## config.mk

```make
export PLATFORM = sky130hd
export DESIGN_NAME = hh_spike_detector
export DESIGN_NICKNAME = d
export VERILOG_FILES = /design/src/rtl/hh_neuron_pkg.sv /design/src/rtl/hh_evt_fifo.sv /design/src/rtl/hh_spike_detector.sv
export SDC_FILE = /design/constraint.sdc
export NUM_CORES = 1
export LEC_CHECK = 0
export CORE_UTILIZATION = 64
export CTS_BUF_LIST = sky130_fd_sc_hd__clkbuf_8 sky130_fd_sc_hd__clkbuf_16
export CTS_CLUSTER_DIAMETER = 30
export DETAILED_ROUTE_END_ITERATION = 7
export DONT_BUFFER_PORTS = 1
export GPL_ROUTABILITY_DRIVEN = 0
export PLACE_DENSITY = 0.85
export SLEW_MARGIN = 20
export SYNTH_ARGS = -nofsm -noshare
export SYNTH_HDL_FRONTEND = slang
export SYNTH_SLANG_ARGS = --single-unit
```

## constraint.sdc

```tcl
create_clock -name clk -period 11.1 [get_ports clk]
set_input_delay 2.22 -clock clk [delete_from_list [all_inputs] [get_ports clk]]
set_output_delay 2.22 -clock clk [all_outputs]
set_load 0.01 [all_outputs]
```

## src/rtl/hh_neuron_pkg.sv

```systemverilog
// Shared constants and types for the HH neuron output path.
// The spike detector and its event FIFO use these definitions.
package hh_neuron_pkg;

    localparam int V_W   = 16;
    localparam int TS_W  = 16;
    localparam int EVT_W = TS_W + V_W;

    typedef enum logic [1:0] {
        BELOW  = 2'd0,
        ABOVE  = 2'd1,
        REFRAC = 2'd2
    } det_state_t;

endpackage

```

## src/rtl/hh_evt_fifo.sv

```systemverilog
// Small synchronous event FIFO with registered storage.
// The head output holds the last popped value while the FIFO is empty.
module hh_evt_fifo #(
    parameter int W     = 32,
    parameter int DEPTH = 4
) (
    input  logic         clk,
    input  logic         reset,
    input  logic         push,
    input  logic [W-1:0] din,
    output logic         full,
    input  logic         pop,
    output logic [W-1:0] dout,
    output logic         empty
);

    localparam int AW = $clog2(DEPTH);

    logic [W-1:0] mem [DEPTH];
    logic [W-1:0] last_q;
    logic [AW:0]  wp;
    logic [AW:0]  rp;
    logic         wr_en;
    logic         rd_en;

    assign empty = (wp == rp);
    assign full  = (wp[AW] != rp[AW]) && (wp[AW-1:0] == rp[AW-1:0]);
    assign rd_en = pop && !empty;
    // A full FIFO still accepts a write when the head leaves in the same cycle.
    assign wr_en = push && (!full || rd_en);
    assign dout  = empty ? last_q : mem[rp[AW-1:0]];

    always_ff @(posedge clk or posedge reset) begin
        if (reset) begin
            wp     <= '0;
            rp     <= '0;
            last_q <= '0;
            for (int i = 0; i < DEPTH; i++) begin
                mem[i] <= '0;
            end
        end else begin
            if (wr_en) begin
                mem[wp[AW-1:0]] <= din;
                wp              <= wp + 1'b1;
            end
            if (rd_en) begin
                last_q <= mem[rp[AW-1:0]];
                rp     <= rp + 1'b1;
            end
        end
    end

endmodule

```

## src/rtl/hh_spike_detector.sv

```systemverilog
// Threshold spike detector with hysteresis and refractory window.
// Emits {rise timestamp, peak voltage} per spike through an event FIFO.
module hh_spike_detector
    import hh_neuron_pkg::*;
#(
    parameter int V_W        = hh_neuron_pkg::V_W,
    parameter int TS_W       = hh_neuron_pkg::TS_W,
    parameter int REFRAC_CYC = 8,
    parameter int FIFO_DEPTH = 4
) (
    input  logic            clk,
    input  logic            reset,
    input  logic            v_valid,
    input  logic [V_W-1:0]  v_in,
    input  logic [V_W-1:0]  vth_hi,
    input  logic [V_W-1:0]  vth_lo,
    output logic            evt_valid,
    input  logic            evt_ready,
    output logic [TS_W-1:0] evt_ts,
    output logic [V_W-1:0]  evt_peak,
    output logic [15:0]     spike_cnt,
    output logic            ovf,
    input  logic            clr_ovf
);

    localparam int EW = TS_W + V_W;
    localparam int RW = $clog2(REFRAC_CYC + 1);

    det_state_t      state;
    det_state_t      state_n;
    logic [TS_W-1:0] ts;
    logic [TS_W-1:0] rise_ts;
    logic [V_W-1:0]  peak;
    logic [V_W-1:0]  peak_max;
    logic [RW-1:0]   rcnt;
    logic            hi;
    logic            lo;
    logic            rise;
    logic            track;
    logic            push;
    logic            rload;
    logic            rdec;
    logic            full;
    logic            empty;
    logic            pop;
    logic [EW-1:0]   head;

    assign hi       = $signed(v_in) >= $signed(vth_hi);
    assign lo       = $signed(v_in) <= $signed(vth_lo);
    assign peak_max = ($signed(v_in) > $signed(peak)) ? v_in : peak;

    always_ff @(posedge clk or posedge reset) begin
        if (reset) begin
            state <= BELOW;
        end else begin
            state <= state_n;
        end
    end

    always_comb begin
        state_n = state;
        rise    = 1'b0;
        track   = 1'b0;
        push    = 1'b0;
        rload   = 1'b0;
        rdec    = 1'b0;
        if (v_valid) begin
            unique case (state)
                BELOW: begin
                    if (hi) begin
                        state_n = ABOVE;
                        rise    = 1'b1;
                    end
                end
                ABOVE: begin
                    track = 1'b1;
                    if (lo) begin
                        state_n = REFRAC;
                        push    = 1'b1;
                        rload   = 1'b1;
                    end
                end
                REFRAC: begin
                    rdec = 1'b1;
                    if (rcnt == RW'(1)) begin
                        state_n = BELOW;
                    end
                end
                default: state_n = BELOW;
            endcase
        end
    end

    always_ff @(posedge clk or posedge reset) begin
        if (reset) begin
            ts        <= '0;
            rise_ts   <= '0;
            peak      <= '0;
            rcnt      <= '0;
            spike_cnt <= '0;
            ovf       <= 1'b0;
        end else begin
            ts <= ts + 1'b1;
            if (rise) begin
                rise_ts <= ts;
                peak    <= v_in;
                if (spike_cnt != 16'hFFFF) begin
                    spike_cnt <= spike_cnt + 16'd1;
                end
            end
            if (track) begin
                peak <= peak_max;
            end
            if (rload) begin
                rcnt <= RW'(REFRAC_CYC);
            end else if (rdec) begin
                rcnt <= rcnt - 1'b1;
            end
            // Set beats clear when both happen together.
            if (push && full && !pop) begin
                ovf <= 1'b1;
            end else if (clr_ovf) begin
                ovf <= 1'b0;
            end
        end
    end

    assign evt_valid = !empty;
    assign pop       = evt_valid && evt_ready;
    assign evt_ts    = head[EW-1:V_W];
    assign evt_peak  = head[V_W-1:0];

    hh_evt_fifo #(
        .W     (EW),
        .DEPTH (FIFO_DEPTH)
    ) u_fifo (
        .clk   (clk),
        .reset (reset),
        .push  (push),
        .din   ({rise_ts, peak_max}),
        .full  (full),
        .pop   (pop),
        .dout  (head),
        .empty (empty)
    );

endmodule

```

* Yosys cells after proc, flatten, opt, wreduce, memory -nomap -nowiden
Index checks and enable logic that the tools add are counted.
** Operators by class
- Reductions and logical operators :: 17
- Mux-type cells :: 28
- Bitwise operators :: 2
- Magnitude comparators :: 6
- Add/subtract/negate cells :: 5
- Equal/unequal tests :: 10
** Operator list (number)
- $bwmux W128 :: 1
- $mux W32 :: 4
- $bmux W32 S2 :: 1
- $demux W32 S2 :: 1
- $mux W16 :: 3
- $add A16 B1 Y16 const B :: 2
- $ge A16 B16 Y1 :: 1
- $gt A16 B16 Y1 :: 1
- $le A16 B16 Y1 :: 1
- $ne A16 B16 Y1 const B :: 1
- $mux W1 :: 12
- $mux W4 :: 2
- $logic_and A1 B1 Y1 :: 7
- $add A3 B1 Y3 const B :: 2
- $ge A3 B3 Y1 const B :: 2
- $mux W2 :: 3
- $ne A2 B2 Y1 const B :: 3
- $not A2 Y3 :: 2
- $pmux W2 S3 :: 1
- $reduce_bool A2 Y1 :: 3
- $eq A4 B1 Y1 const B :: 1
- $reduce_and A4 Y1 :: 1
- $sub A4 B1 Y4 const B :: 1
- $eq A3 B3 Y1 :: 1
- other kinds (9) :: 11
** Word-level totals
- Output and inout port bits :: 50
- Register bits after elaboration :: 237

* Depth between registers and ports, before layout
- Depth in word-level cells :: 7
- Gate-level depth with buffers :: 11
- Depth with buffers taken out :: 9

* Cells and area by module
From an unflattened synthesis, not the netlist that was laid out.
** Unflattened totals
- Cell total of the unflattened synthesis :: 884
- Area total of the unflattened synthesis :: 12672.2 um2
** Modules (own cells, without submodules)
- hh_evt_fifo :: seq. area each 4154.0 um2, area an instance 8225.4 um2, instances 1, cells an instance 453
- hh_spike_detector :: seq. area each 1776.7 um2, area an instance 4446.8 um2, instances 1, cells an instance 431

* Worst setup path before layout
OpenSTA, ideal clock, no wires.
- Kind :: input-to-reg
- Start point :: input v_in[7]
- End point :: register peak[0]
- Data required time :: 10.973 ns
- Data arrival time :: 4.415 ns
- Stages on the path :: 9
- Library setup time :: 0.127 ns
- Path slack :: 6.557 ns
- Cells stage by stage :: ha_1 -> a21oi_1 -> o21ai_0 -> a221o_1 -> a211oi_1 -> mux2_4 -> o21bai_2 -> buf_6 -> mux2_1
** On the way
- Word-level cells in the longest chain between the ends :: 5
- Elaborated cells between the ends (all ways) :: 8
- Classes of those cells :: order compare (2); mux (5); reduce/logical (1)
** RTL lines
- start: declaration :: RTL line hh_spike_detector.sv:14 : input logic [V_W-1:0] v_in,
- $ge A16 B16 Y1 :: RTL line hh_spike_detector.sv:48 : assign hi = $signed(v_in) >= $signed(vth_hi);
- $mux W1 :: RTL line hh_spike_detector.sv:70 : if (hi) begin
- $mux W1 :: RTL line hh_spike_detector.sv:68 : unique case (state)
- $mux W1 :: RTL line hh_spike_detector.sv:67 : if (v_valid) begin
- $reduce_bool A2 Y1 (no source line)
- end signal: assignment :: RTL line hh_spike_detector.sv:106 : peak <= v_in;
- end signal: assignment :: RTL line hh_spike_detector.sv:112 : peak <= peak_max;
- end: declaration :: RTL line hh_spike_detector.sv:33 : logic [V_W-1:0] peak;
Several ways; a longest one is shown, not always the timed one.
A chain may end at the register's enable or synchronous reset.

* Worst setup path in the final report
- Start point :: register u_fifo.rp[0]
- End point :: output evt_ts[6]
** On the way
- Word-level cells in the longest chain between the ends :: 5
- Elaborated cells between the ends (all ways) :: 6
- Classes of those cells :: eq/ne (1); mux (4); bitwise (1)
** RTL lines
- start: declaration :: RTL line hh_evt_fifo.sv:22 : logic [AW:0] rp;
- start signal: assignment :: RTL line hh_evt_fifo.sv:48 : rp <= rp + 1'b1;
- $not A2 Y3 (not written as such) :: RTL line hh_evt_fifo.sv:31 : assign dout = empty ? last_q : mem[rp[AW-1:0]];
- $bmux W32 S2 :: RTL line hh_evt_fifo.sv:31
- $mux W32 (not written as such) (2 in series) :: RTL line hh_evt_fifo.sv:31
- $mux W32 * :: RTL line hh_evt_fifo.sv:31
- end: declaration :: RTL line hh_spike_detector.sv:19 : output logic [TS_W-1:0] evt_ts,
Mark *: on every way between the ends. The rest lies on a longest branch, timed or not. The select of a mux whose other input is x is not followed.

==> impl_metrics.json <==
{
  "hold_class": "flop to flop",
  "wl_um": 27700,
  "relSlewSlack_pct": 22.9,
  "num_rows": 50,
  "power.density_mw_per_mm2": 298,
  "cap_violations": 0,
  "cp_data_required_time_ns": 8.88,
  "final-setup-viol-count": 0,
  "status": "finished clean",
  "worstMarginPinSlew_ns": 1.16,
  "rsz0062_at_grt": "no",
  "cp_slowest_cell": "nand3_2",
  "utilization_pct": 75.4,
  "cp_num_buf_inv": 1,
  "postCtsSetupRepairBufs": 0,
  "wire_per_inst_um": 23.5,
  "peakVddDrop_v": 0.000202,
  "drv_slew": 0,
  "vias": 7300,
  "io_buffers": 0,
  "drc": 0,
  "fin_crit_ns": 5.55,
  "ctsResizeCount": 0,
  "start_util_pct": 65.8,
  "first_pass_iters": 4,
  "grt_pass1_vias": 7954,
  "syn_to_final_growth_pct": 14.5,
  "period_share_pct": 50.0,
  "path_class": "flop to output port",
  "grt_usage_pct": 29.5,
  "max_freq_mhz": 180,
  "viasPerCell": 6.19,
  "hold_buffers": 0,
  "drtAntennaViolNets": 0,
  "yosysSeqAreaShare_pct": 47.8,
  "cts_max_level": 2,
  "worst-path-max-fanout": 35,
  "path_cells": "buf_4 -> xnor2_1 -> nand3_2 -> mux2_2",
  "synth.distinct_cells": 48,
  "overflow": 0,
  "die_y_um": 141,
  "finClkSkew_ns": 0.0240,
  "syn_nets": 968,
  "cp-start-kind": "flop",
  "ys_warn_count": 0,
  "clock_path_buffers": 3,
  "core_mm2": 0.0188,
  "grt_antenna_before_repair": 0,
  "cts_buffers": 48,
  "synth_flop_cell": "dfrtp_1",
  "netlist_area_mm2": 0.0124,
  "cts.sinks": 237,
  "synthArstFlopShare_pct": 100,
  "endpoint_kind": "output port",
  "grt_pass1_wl_um": 44900,
  "grt_max_degree": 98,
  "cts_tree": "built",
  "tns_ns": 0,
  "fp.dieW_um": 141,
  "worst_ep_arrival_time_ns": 3.33,
  "max_stage_delay_ns": 0.92,
  "nets": 989,
  "fp.dieArea_mm2": 0.0199,
  "path_clk_slew_ns": 0.05,
  "netlist_instances": 858,
  "drive_gt1_share_pct": 40.8,
  "ios": 103,
  "synth_enable_flop_cells": 0,
  "drt_iter0_drc": 434,
  "num_antenna_cells": 0,
  "worstSkewPairLatency_ns": 0.55,
  "avgSynthCellArea_um2": 14.4,
  "synth_seq_cells": 237,
  "p_leak_nw": 6.73,
  "hold_viol_final": 0,
  "dpl.hpwl_um": 15900,
  "root_buffer": "clkbuf_16",
  "cp_top_family": "simple AND/OR/NAND/NOR gates"
}
cell type report:
type | count | area [um^2]
multi-input cells | 526 | 5900
well taps | 260 | 325
inverters | 60 | 233
fillers | 1037 | 4640
flip-flops and latches | 237 | 5930
repair buffers | 6 | 45.0
clock inverters | 38 | 495
clock buffers | 52 | 1270
placed cells by master, fill, tap and decap left out, types with 2 or more instances in the layout:
master and count:
nand2b_1 2, inv_1 60, mux2_2 115, o21ai_0 5
mux2_4 120, clkbuf_16 49, nand2_1 26, dfrtp_1 236
and4_1 6, clkbuf_8 3, nor3b_1 2, nand4_1 14
and3_4 3, clkinvlp_4 3, inv_8 2, a211oi_1 4
ha_1 57, nor3_1 6, clkinv_2 6, buf_4 6
and3_1 2, nor2_1 14, nor4_1 5, xnor2_1 20
nand3_1 19, xor2_1 18, inv_6 11, a21oi_1 15
mux2_1 10, clkinv_4 7, mux4_2 32, a21o_1 8
bufinv_16 9
synth_stat cells, types with 2 or more instances:
library cell  instances  area (um^2)
buf_1                 3         11.3
nor4_1                5         31.3
mux4_2               32          721
xor2_1               18          158
a21o_1                8         60.1
mux2_4              120         1800
nand2_1              26         97.6
o21ai_1               2         10.0
inv_1                60          225
buf_2                 4         20.0
mux2_2              115         1290
o21ai_0               5         25.0
dfrtp_1             237         5930
nor3_1                6         30.0
a211oi_1              4         30.0
a21oi_1              15         75.1
and4_1                6         52.6
nand3_1              20          100
buf_6                 5         56.3
nor3b_1               2         15.0
nand4_1              14         87.6
nand2b_1              2         12.5
mux2_1               10          113
and3_1                6         37.5
clkbuf_1             11         41.3
ha_1                 57          713
xnor2_1              20          175
nor2_1               14         52.6
buf_12               12          240
worst register-to-register path, delay by kind of cell, from the launching register on:
family | cells | cell delay, ns
DFF | 1 | 0.34
xor gates and xnor gates | 1 | 0.27
buffers and inverters | 2 | 1.03
and+or+nand+nor | 2 | 1.62
muxes | 1 | 0.44
registers in the layout, summed over array words and instances (netlist names), 2 cells and up:
name / cells
u_fifo.mem: 128
u_fifo.last_q: 32
peak: 16
rise_ts: 16
spike_cnt: 16
ts: 16
rcnt: 4
u_fifo.rp: 3
u_fifo.wp: 3
state: 2
metal layers:
layer | global-route usage (%) | share of wire [%] | vias to the layer above | wire [um]
met5 | 0 | 0 | - | 0
li1 | - | - | 3155 | -
met1 | 39.5 | 43 | 3806 | 11800
met2 | 47.4 | 49 | 273 | 13500
met4 | 12.4 | 2.6 | 0 | 734
met3 | 5.77 | 5.9 | 66 | 1650
kinds of logic (layout without fill, tap and decap cells):
group	count (synthesis)	after routing	synth area share, %
AND/OR/NAND/NOR	108	108	4.60
adder cells (fa/ha/maj)	57	57	5.75
AO/OA/AOI/OAI	45	45	2.53
flip-flops	237	237	47.8
multiplexers	278	278	31.8
buffers and inverters	95	156	4.79
XOR/XNOR	38	38	2.68
metrics by stage:
stage,hold WS (ns),area (um^2),instances,total power [mW],worst slack [ns]
2_1_floorplan,0.440,12400,858,2.35,2.38
5_1_grt,0.500,14200,1179,4.41,5.38
4_1_cts,0.471,14200,1179,4.24,5.55
3_5_place_dp,0.460,12400,1089,2.62,5.70
6_report,0.470,14200,1179,4.23,5.55
3_3_place_gp,0.462,12400,1089,2.57,5.83
where the power goes:
group / switching, mW / internal, mW
Combinational: 0.644 / 0.702
Clock: 0.511 / 1.05
Sequential: 0.205 / 1.12
Total: 1.36 / 2.87
worst paths after layout:
kind                                    from               end  slack (ns)  cells after the start
min in group asynchronous              reset           rcnt[0]        1.63                      1
worst min register to register        ts[15]            ts[15]        0.47                      1
max in group asynchronous              reset   u_fifo.mem[125]        8.07                      2
worst max-delay path            u_fifo.rp[0]         evt_ts[6]        5.55                      4
worst max register to register  u_fifo.rp[0]  u_fifo.last_q[3]        7.26                      6
worst min-delay path                  ts[15]            ts[15]        0.47                      1
Power figures use the tool's default switching activity.
